## config.mk

```make
export PLATFORM = sky130hd
export DESIGN_NAME = load_store_unit
export DESIGN_NICKNAME = d
export VERILOG_FILES = /design/src/rtl/load_store_unit.sv
export SDC_FILE = /design/constraint.sdc
export NUM_CORES = 1
export LEC_CHECK = 0
export BUFFER_PORTS_ARGS = -buffer_cell sky130_fd_sc_hd__buf_2
export CORE_MARGIN = 3
export CORE_UTILIZATION = 28
export DETAILED_ROUTE_END_ITERATION = 8
export HOLD_SLACK_MARGIN = 0.08
export MAX_ROUTING_LAYER = met4
export PLACE_DENSITY_LB_ADDON = 0.25
export SYNTH_ARGS = -nofsm -noshare
export SYNTH_HDL_FRONTEND = slang
export SYNTH_SLANG_ARGS = --single-unit
```

## constraint.sdc

```tcl
create_clock -name clk -period 4.6 [get_ports clk]
set_clock_uncertainty 0.05 [all_clocks]
set_input_delay 1.38 -clock clk [delete_from_list [all_inputs] [get_ports clk]]
set_output_delay 1.38 -clock clk [all_outputs]
set_load 0.005 [all_outputs]
```

## src/rtl/load_store_unit.sv

```systemverilog
// load_store_unit: memory-stage front end for the RV32E core.
// Issues load/store requests to a fixed-latency byte-addressed memory port,
// tracks them in flight, extends returned load data and queues in-order
// responses for writeback.
// Optional feature: define LSU_MISALIGN_TRAP_EN to compile in misalignment faults.
module load_store_unit #(
  parameter int unsigned MEM_LATENCY = 2,
  parameter int unsigned FIFO_DEPTH  = 4
) (
  input  logic        clk,
  input  logic        rst,
  input  logic        req_valid,
  output logic        req_ready,
  input  logic [2:0]  req_funct3,
  input  logic        req_store,
  input  logic [31:0] req_addr,
  input  logic [31:0] req_wdata,
  output logic        mem_we,
  output logic [1:0]  mem_width,
  output logic [31:0] mem_addr,
  output logic [31:0] mem_wdata,
  input  logic [31:0] mem_rdata,
  output logic        resp_valid,
  input  logic        resp_ready,
  output logic [31:0] resp_data,
  output logic        resp_fault
);
  localparam int unsigned PL_DEPTH = MEM_LATENCY + 1;
  localparam int unsigned F3_W     = 3 * PL_DEPTH;
  localparam int unsigned PTR_W    = (FIFO_DEPTH > 1) ? $clog2(FIFO_DEPTH) : 1;
  localparam int unsigned CNT_W    = $clog2(FIFO_DEPTH + PL_DEPTH + 1);
  localparam logic [CNT_W-1:0] DEPTH_C = CNT_W'(FIFO_DEPTH);
  localparam logic [CNT_W-1:0] ONE_C   = CNT_W'(1);

  logic                          w_accept;
  logic                          w_misalign;
  logic                          w_push;
  logic                          w_pop;
  logic [1:0]                    w_width;
  logic [31:0]                   w_ext;

  logic                          r_mem_we;
  logic [1:0]                    r_mem_width;
  logic [31:0]                   r_mem_addr;
  logic [31:0]                   r_mem_wdata;

  logic [PL_DEPTH-1:0]           r_pl_valid;
  logic [PL_DEPTH-1:0]           r_pl_store;
  logic [PL_DEPTH-1:0]           r_pl_fault;
  logic [PL_DEPTH-1:0][2:0]      r_pl_funct3;
  logic [CNT_W-1:0]              r_inflight;

  logic [31:0]                   r_fifo_data [FIFO_DEPTH];
  logic [FIFO_DEPTH-1:0]         r_fifo_fault;
  logic [PTR_W-1:0]              r_wr_ptr;
  logic [PTR_W-1:0]              r_rd_ptr;
  logic [CNT_W-1:0]              r_fifo_count;

  // Credit check uses registered counts only, independent of req_valid.
  assign req_ready = (r_fifo_count + r_inflight) < DEPTH_C;
  assign w_accept  = req_valid && req_ready;

  // Reserved funct3 encodings (x11) are issued as word accesses.
  assign w_width = (req_funct3[1:0] == 2'b11) ? 2'b10 : req_funct3[1:0];

`ifdef LSU_MISALIGN_TRAP_EN
  assign w_misalign = ((w_width == 2'b01) && req_addr[0]) ||
                      ((w_width == 2'b10) && (req_addr[1:0] != 2'b00));
`else
  assign w_misalign = 1'b0;
`endif

  // Memory port registers: load on accept, write enable is a one-cycle pulse.
  always_ff @(posedge clk or posedge rst) begin
    if (rst) begin
      r_mem_we    <= 1'b0;
      r_mem_width <= 2'b00;
      r_mem_addr  <= '0;
      r_mem_wdata <= '0;
    end else if (w_accept) begin
      r_mem_we    <= req_store && !w_misalign;
      r_mem_width <= w_width;
      r_mem_addr  <= req_addr;
      r_mem_wdata <= req_wdata;
    end else begin
      r_mem_we    <= 1'b0;
    end
  end

  assign mem_we    = r_mem_we;
  assign mem_width = r_mem_width;
  assign mem_addr  = r_mem_addr;
  assign mem_wdata = r_mem_wdata;

  // In-flight shift pipeline spanning the memory read latency.
  always_ff @(posedge clk or posedge rst) begin
    if (rst) begin
      r_pl_valid  <= '0;
      r_pl_store  <= '0;
      r_pl_fault  <= '0;
      r_pl_funct3 <= '0;
    end else begin
      r_pl_valid  <= (r_pl_valid << 1) | PL_DEPTH'(w_accept);
      r_pl_store  <= (r_pl_store << 1) | PL_DEPTH'(w_accept && req_store);
      r_pl_fault  <= (r_pl_fault << 1) | PL_DEPTH'(w_accept && w_misalign);
      r_pl_funct3 <= (r_pl_funct3 << 3) | F3_W'(req_funct3);
    end
  end

  assign w_push = r_pl_valid[MEM_LATENCY];
  assign w_pop  = resp_valid && resp_ready;

  // In-flight counter: +1 on accept, -1 when an entry leaves the pipeline.
  always_ff @(posedge clk or posedge rst) begin
    if (rst) begin
      r_inflight <= '0;
    end else begin
      case ({w_accept, w_push})
        2'b10:   r_inflight <= r_inflight + ONE_C;
        2'b01:   r_inflight <= r_inflight - ONE_C;
        default: r_inflight <= r_inflight;
      endcase
    end
  end

  // Extend the returned data for the entry leaving the pipeline.
  always_comb begin
    w_ext = mem_rdata;
    case (r_pl_funct3[MEM_LATENCY])
      3'b000:  w_ext = {{24{mem_rdata[7]}}, mem_rdata[7:0]};
      3'b100:  w_ext = {24'h000000, mem_rdata[7:0]};
      3'b001:  w_ext = {{16{mem_rdata[15]}}, mem_rdata[15:0]};
      3'b101:  w_ext = {16'h0000, mem_rdata[15:0]};
      default: w_ext = mem_rdata;
    endcase
    if (r_pl_store[MEM_LATENCY] || r_pl_fault[MEM_LATENCY]) begin
      w_ext = '0;
    end
  end

  // Response FIFO control: pointers, occupancy and fault flags.
  always_ff @(posedge clk or posedge rst) begin
    if (rst) begin
      r_wr_ptr     <= '0;
      r_rd_ptr     <= '0;
      r_fifo_count <= '0;
      r_fifo_fault <= '0;
    end else begin
      if (w_push) begin
        r_wr_ptr               <= r_wr_ptr + PTR_W'(1);
        r_fifo_fault[r_wr_ptr] <= r_pl_fault[MEM_LATENCY];
      end
      if (w_pop) begin
        r_rd_ptr <= r_rd_ptr + PTR_W'(1);
      end
      case ({w_push, w_pop})
        2'b10:   r_fifo_count <= r_fifo_count + ONE_C;
        2'b01:   r_fifo_count <= r_fifo_count - ONE_C;
        default: r_fifo_count <= r_fifo_count;
      endcase
    end
  end

  // Response FIFO data storage; stale slots are masked at the output.
  always_ff @(posedge clk) begin
    if (w_push) begin
      r_fifo_data[r_wr_ptr] <= w_ext;
    end
  end

  assign resp_valid = (r_fifo_count != '0);
  assign resp_data  = resp_valid ? r_fifo_data[r_rd_ptr] : '0;
  assign resp_fault = resp_valid && r_fifo_fault[r_rd_ptr];

endmodule

```

==> results.sh <==
export IMPL_drive_above_1_share=0.5007
export IMPL_rsz0062_at_grt="false"
export IMPL_yosysWarningCount=0
export IMPL_synth_cell_type_count=28
export IMPL_die_y_um=183.5
export IMPL_core_um2=30830
export IMPL_drc=0
export IMPL_hold_start="r_pl_store[1]"
export IMPL_synth_seq_cells=223
export IMPL_ant_nets=0
export IMPL_dieArea_um2=33690
export IMPL_dr_pass1_iters=4
export IMPL_antenna_found_initial=1
export IMPL_synth_net_count=607
export IMPL_setup_viol_count_final=0
export IMPL_post_cts_buffers=0
export IMPL_synthCells=494
export IMPL_io_buffer_count=205
export IMPL_outcome="finished, final reports clean"
export IMPL_path_clk_slew_ns=0.06
export IMPL_cts_buffers=26
export IMPL_p_leak_nw=4.632
export IMPL_cts_buffer_depth=3
export IMPL_whs_path_depth=0
export IMPL_r2r_cells=10
export IMPL_ctsHoldBuffers=0
export IMPL_globalplace_congestion=0.6774
export IMPL_drv_slew=0
export IMPL_path_class="reg2out"
export IMPL_reg2reg_to="r_inflight[2]"
export IMPL_io_pins=206
export IMPL_ys_top_cells_by_area="edfxtp_1, dfrtp_1, mux4_2"
export IMPL_synthArstFlopShare=0.4260
export IMPL_pwr_density_cell_nw_per_um2=719.2
export IMPL_synth_top_cell_area_share=0.4355
export IMPL_holdPathEnd="r_pl_store[2]"
export IMPL_dr_total_vias=4902
export IMPL_synth_most_common_cell="edfxtp_1"
export IMPL_min_path_type="reg2reg"
export IMPL_grt_overflow=0
export IMPL_die_w_um=183.5
export IMPL_end_kind="primary output"
export IMPL_cts_tree="done"
export IMPL_synth_common_cells="edfxtp_1, dfrtp_1, mux2_2, and2_1, mux4_2"
export IMPL_start_kind="flop"
export IMPL_start_util=0.2863
export IMPL_synthToLayoutAreaGrowth_pct=26.32
export IMPL_max_cap_violations=0
export IMPL_final_area_um2=11150
export IMPL_row_count=64
export IMPL_synth_edf_count=128
export IMPL_insertion_delay_ns=0.52
export IMPL_r2r_start="r_inflight[1]"
export IMPL_ir_worst_vdd_v=0.0008934
export IMPL_dpl_cell_area_um2=10290
export IMPL_synth_area_leader_cell="edfxtp_1"
export IMPL_tightest_slew_ns=1.009
export IMPL_vias_per_cell=4.361
export IMPL_period_needed_ns=3.808
export IMPL_nets=820
export IMPL_crit_fanout=21
export IMPL_netlist_area_um2=8826
export IMPL_initialDrtViolationCount=198
export IMPL_post_cts_resized=0
export IMPL_ys_seq_area_frac=0.7048
export IMPL_syn_avg_cell_area_um2=17.87
export IMPL_htreeDepth=1
export IMPL_crit_arrival_ns=2.38
export IMPL_relSlewSlack=0.3274
export IMPL_clock_sinks=223
export IMPL_reg2reg_slack_ns=1.64
export IMPL_setup_tns_ns=0
export IMPL_synthFlopType="edfxtp_1"
export IMPL_hold_viol=0
export IMPL_wl_um=19710
export IMPL_timing_fmax_ghz=0.2626
export IMPL_cts_root_buffer="clkbuf_16"
export IMPL_avgRoutedWirePerCell_um=17.53
export IMPL_fin_crit_sh=0.8279
export IMPL_crit_required_ns=3.17
export IMPL_grt_max_degree=80
export IMPL_grtUsageTotal=0.1230
export IMPL_grt_pass1_wl_um=31400
export IMPL_grt_pass1_vias=5600
export IMPL_dp_hpwl_um=12360
-- per-layer routing --
layer  track usage  wire length [um]  share of wire
met2        0.1939              8925           0.45
met3       0.03285              1487          0.075
met4       0.03138               372          0.019
met1        0.1588              8920           0.45
met5             -                 0              0
-- stage by stage --
stage,worst slack [ns],hold slack [ns],util,cells,power (mW)
detailed placement,1.257,0.2855,0.3338,1075,6.136
floorplan,0.6930,0.2812,-,494,5.071
global placement,1.267,0.2812,0.3338,1075,6.101
CTS,0.6883,0.3000,0.3616,1123,8.220
finish,0.7916,0.2968,0.3616,1124,8.018
global route,0.6137,0.3121,0.3616,1124,8.579
-- placed cells by master (no fill, tap or decap), drive strengths merged, types with 13 or more instances in the layout --
cell type	instances
buf	211
edfxtp	128
dfrtp	95
mux2	66
and2	38
mux4	33
clkbuf	33
inv	27
a21oi	24
nor2b	13
-- area by class of cell --
class | instances | area [um2]
repair buffers | 211 | 1084
fillers | 2930 | 19680
multi-input cells | 218 | 2384
clock buffers | 33 | 718.2
flip-flops and latches | 223 | 6223
diodes | 1 | 2.502
inverters | 27 | 103.9
clock inverters | 15 | 138.9
well taps | 396 | 495.5
-- worst max-delay path by stage --
stage                            from             to  slack, ns  depth (start not counted)
after detailed placement  r_rd_ptr[0]  resp_data[29]       1.26                          4
after global placement    r_rd_ptr[0]  resp_data[29]       1.27                          4
after global routing      r_rd_ptr[0]  resp_data[28]       0.61                          4
after floorplan                   rst    mem_addr[0]       0.69                          1
final                     r_rd_ptr[0]  resp_data[13]       0.79                          4
after CTS                 r_rd_ptr[0]  resp_data[29]       0.69                          4
-- critical path, stage by stage (launching register included) --
cell and delay, ns:
dfrtp_2 0.72, buf_12 0.29, mux4_2 0.54, and2_1 0.18, buf_2 0.12
-- cell families (layout without fill, tap and decap cells) --
logic type	after synthesis	in the layout	synth area share
AO/OA/AOI/OAI	36	36	0.02155
XOR/XNOR	11	11	0.01177
adder cells (fa/ha/maj)	9	9	0.01446
buffers and inverters	53	286	0.02623
flip-flops	223	223	0.7048
multiplexers	101	101	0.1792
other	0	1	0
AND/OR/NAND/NOR	61	61	0.04196
-- where the power goes --
group	total, mW	internal [mW]	switching, mW
combinational	2.80	1.57	1.23
sequential	3.20	2.82	0.379
clock	2.02	1.22	0.803
total	8.02	5.61	2.41
-- flip-flops by register name, indices dropped and copies added, names as in the netlist --
register and count:
r_wr_ptr 2, r_inflight 3, r_pl_funct3 9, r_rd_ptr 2
r_fifo_data 128, r_pl_store 3, mem_addr 32, r_pl_valid 3
r_fifo_count 3, mem_wdata 32, mem_width 2, r_fifo_fault 4
No activity file was read; power rests on OpenSTA's default activity.
